$ cat src/rtl/life_pkg.sv
// Shared types, widths and LFSR helper for the Game-of-Life controller.
package life_pkg;

    typedef enum logic [1:0] {
        IDLE = 2'd0,
        RUN  = 2'd1,
        DONE = 2'd2
    } state_t;

    localparam int GRID_W = 64;
    localparam int GEN_W  = 16;

    // Feedback taps 64,63,61,60 expressed as bit positions 63,62,60,59.
    localparam logic [GRID_W-1:0] LFSR_TAPS = 64'hD800_0000_0000_0000;

    // One Fibonacci shift: new bit enters at the LSB.
    function automatic logic [GRID_W-1:0] lfsr_next(input logic [GRID_W-1:0] q);
        return {q[GRID_W-2:0], ^(q & LFSR_TAPS)};
    endfunction

    // Generation counter increment that sticks at all-ones.
    function automatic logic [GEN_W-1:0] sat_inc(input logic [GEN_W-1:0] v);
        logic [GEN_W-1:0] r;
        if (v == {GEN_W{1'b1}}) begin
            r = v;
        end else begin
            r = v + {{(GEN_W-1){1'b0}}, 1'b1};
        end
        return r;
    endfunction

endpackage

$ cat src/rtl/life_controller_lfsr64.sv
// Free-running 64-bit Fibonacci LFSR used as the random grid source.
module lfsr64
    import life_pkg::*;
#(
    parameter logic [GRID_W-1:0] INIT = 64'h0412_6424_0034_3C28
) (
    input  logic              clk,
    input  logic              reset,
    output logic [GRID_W-1:0] q
);

    logic [GRID_W-1:0] q_r;

    // Shift every cycle; reset reloads the seed value.
    always_ff @(posedge clk) begin
        if (!reset) begin
            q_r <= INIT;
        end else begin
            q_r <= lfsr_next(q_r);
        end
    end

    assign q = q_r;

endmodule

$ cat src/rtl/life_controller.sv
// Sequencer for the 8x8 Game-of-Life: owns the grid, loads it from a seed
// or the LFSR, and advances it by single step or at a fixed tick rate,
// stopping once the pattern stops changing.
module life_controller
    import life_pkg::*;
#(
    parameter int                TICK_DIV  = 4,
    parameter logic [GRID_W-1:0] LFSR_INIT = 64'h0412_6424_0034_3C28
) (
    input  logic              clk,
    input  logic              reset,
    input  logic              start,
    input  logic              randomize,
    input  logic              play,
    input  logic              step,
    input  logic [GRID_W-1:0] seed,
    input  logic [GRID_W-1:0] next_grid,
    output logic [GRID_W-1:0] grid,
    output logic [GEN_W-1:0]  gen_count,
    output logic              running,
    output logic              stable,
    output logic              advance
);

    localparam int TICK_W = (TICK_DIV > 1) ? $clog2(TICK_DIV) : 1;
    localparam logic [TICK_W-1:0] TICK_LAST = TICK_W'(TICK_DIV - 1);
    localparam logic [TICK_W-1:0] TICK_ZERO = TICK_W'(0);
    localparam logic [TICK_W-1:0] TICK_ONE  = TICK_W'(1);

    state_t            state_r, state_nx;
    logic [GRID_W-1:0] grid_r, grid_nx;
    logic [GEN_W-1:0]  gen_r, gen_nx;
    logic [TICK_W-1:0] tick_r, tick_nx;
    logic              adv_r, adv_nx;
    logic              running_r, stable_r;
    logic              do_adv_s;
    logic [GRID_W-1:0] lfsr_q_s;

    lfsr64 #(.INIT(LFSR_INIT)) u_lfsr (
        .clk   (clk),
        .reset (reset),
        .q     (lfsr_q_s)
    );

    // Next-state logic: loads first, then per-state play/step handling,
    // then the shared advance-or-halt decision.
    always_comb begin
        state_nx = state_r;
        grid_nx  = grid_r;
        gen_nx   = gen_r;
        tick_nx  = tick_r;
        adv_nx   = 1'b0;
        do_adv_s = 1'b0;

        if (start) begin
            grid_nx  = seed;
            gen_nx   = {GEN_W{1'b0}};
            tick_nx  = TICK_ZERO;
            state_nx = IDLE;
        end else if (randomize) begin
            grid_nx  = lfsr_q_s;
            gen_nx   = {GEN_W{1'b0}};
            tick_nx  = TICK_ZERO;
            state_nx = IDLE;
        end else begin
            case (state_r)
                IDLE: begin
                    if (play) begin
                        state_nx = RUN;
                        tick_nx  = TICK_ZERO;
                    end else if (step) begin
                        do_adv_s = 1'b1;
                    end else begin
                        state_nx = IDLE;
                    end
                end
                RUN: begin
                    if (!play) begin
                        state_nx = IDLE;
                        tick_nx  = TICK_ZERO;
                    end else if (tick_r == TICK_LAST) begin
                        do_adv_s = 1'b1;
                        tick_nx  = TICK_ZERO;
                    end else begin
                        tick_nx  = tick_r + TICK_ONE;
                    end
                end
                DONE: begin
                    state_nx = DONE;
                end
                default: begin
                    state_nx = IDLE;
                    tick_nx  = TICK_ZERO;
                end
            endcase

            // An unchanged successor means a still life: halt instead.
            if (do_adv_s) begin
                if (next_grid != grid_r) begin
                    grid_nx = next_grid;
                    gen_nx  = sat_inc(gen_r);
                    adv_nx  = 1'b1;
                end else begin
                    state_nx = DONE;
                end
            end else begin
                adv_nx = 1'b0;
            end
        end
    end

    // State and output registers; status flags follow the next state.
    always_ff @(posedge clk) begin
        if (!reset) begin
            state_r   <= IDLE;
            grid_r    <= {GRID_W{1'b0}};
            gen_r     <= {GEN_W{1'b0}};
            tick_r    <= TICK_ZERO;
            adv_r     <= 1'b0;
            running_r <= 1'b0;
            stable_r  <= 1'b0;
        end else begin
            state_r   <= state_nx;
            grid_r    <= grid_nx;
            gen_r     <= gen_nx;
            tick_r    <= tick_nx;
            adv_r     <= adv_nx;
            running_r <= (state_nx == RUN);
            stable_r  <= (state_nx == DONE);
        end
    end

    assign grid      = grid_r;
    assign gen_count = gen_r;
    assign running   = running_r;
    assign stable    = stable_r;
    assign advance   = adv_r;

endmodule

$ cat config.mk
export PLATFORM = sky130hd
export DESIGN_NAME = life_controller
export DESIGN_NICKNAME = d
export VERILOG_FILES = /design/src/rtl/life_pkg.sv /design/src/rtl/life_controller_lfsr64.sv /design/src/rtl/life_controller.sv
export SDC_FILE = /design/constraint.sdc
export NUM_CORES = 1
export LEC_CHECK = 0
export CAP_MARGIN = 20
export CORE_MARGIN = 1
export CORE_UTILIZATION = 50
export DETAILED_ROUTE_END_ITERATION = 8
export GPL_TIMING_DRIVEN = 0
export PLACE_DENSITY_LB_ADDON = 0.2
export RECOVER_POWER = 50
export SYNTH_ARGS = -nofsm -noshare
export SYNTH_HDL_FRONTEND = slang
export SYNTH_HIERARCHICAL = 1
export SYNTH_SLANG_ARGS = --single-unit
$ cat constraint.sdc
create_clock -name clk -period 2.41 [get_ports clk]
set_clock_uncertainty 0.15 [all_clocks]
set_input_delay 0.482 -clock clk [delete_from_list [all_inputs] [get_ports clk]]
set_output_delay 0.482 -clock clk [all_outputs]
set_load 0.1 [all_outputs]
==> metrics.yaml, run 1 <==
floorplan:
  design.core.area_mm2: 0.01652
  die_x_um: 132.0
  start_util_pct: 51.10
  ioPinCount: 217
  row_count: 47
  dieHeight_um: 132.0
  die_area_mm2: 0.01741
power:
  comb_power_share_pct: 26.0
  seq_power_share_pct: 37.9
  p_leak_nw: 5.151
  switching_power_mw: 2.679
  internal-power_mw: 4.802
  pwr_density_cell_mw_per_mm2: 608.1
  peakVddDrop_v: 0.0005885
  clkPwrFrac_pct: 36.1
  swShare_pct: 35.81
worst_setup_path:
  cp.arrival_ps: 2680
  cp_cell_sequence: "clkdlybuf4s50_1, xor2_2, nor4_2, nand4_1, nor4_4, buf_6, buf_12, buf_16, buf_6, o41ai_1, a21oi_1"
  reg2reg_slack_ps: -10
  critical_path.most_common_cell: "buf_6"
  critPathMaxStageDelay_ps: 550
  crit_type: "in2reg"
  crit_start: "next_grid[18]"
  r2r_cells: 10
  timing.rr.end: "gen_count[14]"
  worst-path-buf-inv: 5
  cp.depth: 11
  endpoint: "gen_count[14]"
  cp_data_required_time_ps: 2560
  endpoint_kind: "flop"
  worst-path-max-fanout: 6
  startpoint_type: "primary input"
  path_delay_family: "buffers and inverters"
  slowest_stage: "clkdlybuf4s50_1"
  timing.rr.start: "grid[59]"
yosys:
  synth_mux_area_share_pct: 7.705
  ys_ff_latch: 151
  syn-cell-area_mm2: 0.008444
  synth_fa_ha_area_share_pct: 0.2963
  synth_top_family_by_area: "simple AND/OR/NAND/NOR gates"
  synth.distinct_cells: 35
  synth-compound-area-share_pct: 6.105
  avgSynthCellArea_um2: 8.206
  async_reset_ff_share_pct: 0
  synthSimpleGateAreaFrac_pct: 37.50
  ys_seq_area_share_pct: 35.80
  synthXorXnorAreaFrac_pct: 6.949
  synth_edf_count: 0
  yosys_warnings: 6
  syn-num-nets: 1165
  ys.flop_type: "dfxtp_1"
  synth_cells: 1029
cts:
  clkTransAtPathRegs_ps: 60
  numCtsBuffers: 17
  cts_hold_buf: 0
  cts_sinks: 151
  cts_max_level: 4
  clk_latency_ps: 440
  cts_max_path_buffers: 2
  cts_tree: "done"
  cts-root-buf: "clkbuf_16"
placed_design:
  place.gp.congestion: 0.9344
  dp.cells: 1464
  placed_cell_area_mm2: 0.01102
  dpl.hpwl_um: 21430
  numPortBuffers: 215
sta:
  maxSlewViolCount: 0
  fin_crit_sh_pct: 105.0
  slew_headroom_pct: 31.78
  final-setup-viol-count: 2
  fin_ws_ps: -119.8
  period_needed_ps: 2530
  max_slew.worst_pin.slew_ps: 1027
  fmax_mhz: 395.3
  hold_violations: 0
  rsz0062_at_grt: "true"
global_routing:
  gr-usage-all-layers_pct: 34.52
  grt_pass1_wl_um: 47370
  grt_max_degree: 17
  antenna_found_initial: 2
  grt_pass1_vias: 8679
  overflow: 0
run_status:
  violations: "negative setup slack"
  status: "finished, violations left"
cells_and_area:
  final_net_count: 1422
  regArea_mm2: 0.003173
  final_area_mm2: 0.01230
  syn_to_final_growth_pct: 45.68
  fill_cells: 1240
  finalNonFillerCells: 1520
  multi_input_area_mm2: 0.005320
  drive_gt1_share_pct: 16.32
drt:
  postRouteAntennaNets: 0
  dr.pass1.iters: 5
  drc_errors: 0
  via_per_inst: 6.347
  num_vias: 9648
  drt_wl_total_um: 31510
  drt-initial-drc-count: 1283
  wire_per_inst_um: 20.73
hold_path:
  hold_class: "reg2reg"
job:
  max_cap_violations: 0
## worst reg2reg max path, stage by stage (launching register included)
cell and delay [ps]:
dfxtp_4 370, xor2_2 210, nor4_4 320, nand4_1 180, nor4_4 350, buf_6 200
buf_12 110, buf_16 100, buf_6 100, o41ai_1 80, a21oi_1 160
## power groups by stage
stage	Combinational, mW	Sequential, mW	Clock (mW)
global placement	1.90	2.86	0
floorplan	0.543	3.52	0
global route	2.02	2.85	2.78
detailed placement	1.91	2.86	0
finish	1.95	2.83	2.70
CTS	1.89	2.82	2.67
## per-stage QoR
step | hold slack [ps] | power, mW | setup TNS (ps) | utilization [%] | worst slack [ps]
6_report | 284.5 | 7.481 | -122.2 | 74.45 | -119.8
5_1_grt | 295.4 | 7.646 | -5427 | 74.45 | -169.3
4_1_cts | 285.1 | 7.387 | -78.02 | 72.21 | -21.20
3_5_place_dp | 271.4 | 4.777 | -88580 | 66.70 | -1102
3_3_place_gp | 264.8 | 4.763 | -89120 | 66.70 | -1106
2_1_floorplan | 258.7 | 4.068 | 0 | - | 9.639
## sequential cells by signal, indices dropped and copies added (netlist names)
name and count:
u_lfsr/q 64, tick_r 2, running 1, gen_count 16, grid 64, stable 1
advance 1, state_r 2
## routing by layer
metal,GRT usage [%],routed length (µm),vias to the layer above
li1,-,-,4309
met1,47.58,12810,4526
met2,51.56,13960,699
met3,7.074,3351,112
met4,16.41,1381,2
met5,0,15,-
## synthesized netlist by cell type, types with 2 or more instances
cell type  count  share of area [%]
clkbuf_1      68                3.0
nor4_1        16                1.2
nand4b_1      64                6.6
dfxtp_1      151                 36
nand2b_1      17                1.3
a21oi_1       19                1.1
nand4_1      200                 15
nand3_1       10               0.59
or4_1          5               0.44
buf_4          3               0.27
clkbuf_2       5               0.30
buf_6          7               0.93
o31ai_1        2               0.18
nor2_1         5               0.22
or3_1         14                1.0
and3_1         6               0.44
nand2_1      144                6.4
nor2b_1        2               0.15
mux2i_1       65                7.7
xnor2_1        2               0.21
xor2_1        65                6.7
buf_1         11               0.49
and2_1        49                3.6
o21ai_1        3               0.18
buf_2         10               0.59
ha_1           2               0.30
nor3_1         4               0.24
o21ai_0       73                4.3
## logic make-up (layout without fill, tap and decap cells)
| logic type | Yosys count | after routing |
|---|---|---|
| xor gates and xnor gates | 67 | 67 |
| adders and majority gates | 2 | 2 |
| AOI/OAI and AO/OA | 100 | 100 |
| buffers and inverters | 105 | 375 |
| and+or+nand+nor | 539 | 539 |
| DFF | 151 | 151 |
| other | 0 | 1 |
| muxes | 65 | 65 |
## layout by cell type, fill, tap and decap left out, types with 8 or more instances in the layout
master,Yosys,routed
dlygate4sd2_1,0,118
mux2i_1,65,65
xor2_2,0,26
nand3_1,10,10
nand2_1,144,144
o21ai_0,73,71
or3_1,14,13
clkdlybuf4s50_1,0,77
and2_1,49,24
dlymetal6s2s_1,0,18
dfxtp_2,0,54
clkbuf_16,0,22
dfxtp_1,151,75
and2_0,0,25
nand2b_1,17,17
nand4b_1,64,64
buf_6,7,13
nand4_1,200,200
buf_8,0,9
a21oi_1,19,18
clkbuf_1,68,72
dfxtp_4,0,22
xor2_1,65,38
nor4_2,0,10
buf_4,3,8
buf_2,10,10
## cell type report
type                            instances  share of cell area, %
Inverter                                1                0.03051
Clock inverter                          9                 0.8035
Antenna cell                            1                0.02034
Sequential cell                       151                  25.79
Timing Repair Buffer                  241                  19.63
Buffer                                101                  4.353
Multi-Input combinational cell        773                  43.25
Clock buffer                           23                  3.885
Tap cell                              220                  2.238
## how the worst min path moves through the flow
stage | end | slack [ps] | from | depth (start not counted)
3_3_place_gp | u_lfsr/q[34] | 260 | u_lfsr/q[33] | 1
3_5_place_dp | u_lfsr/q[52] | 270 | u_lfsr/q[51] | 1
4_1_cts | u_lfsr/q[52] | 290 | u_lfsr/q[51] | 1
2_1_floorplan | u_lfsr/q[10] | 260 | u_lfsr/q[9] | 1
5_1_grt | u_lfsr/q[5] | 300 | u_lfsr/q[4] | 1
6_report | u_lfsr/q[52] | 280 | u_lfsr/q[51] | 1
## timing repair
item / CTS / global route
setup buffers: 13 / 2
pin swaps: 25 / 72
endpoints found under the setup margin: 168 / 85
gates resized for setup: 196 / 65
cloned: 2 / 9
Note: power is estimated with default switching activity, not from simulation.
==> run 2: changes to the inputs <==
- SLEW_MARGIN: unset -> 30
==> results of run 2 <==
Same layout as run 1: the final DEF is identical, and so are final timing and power.
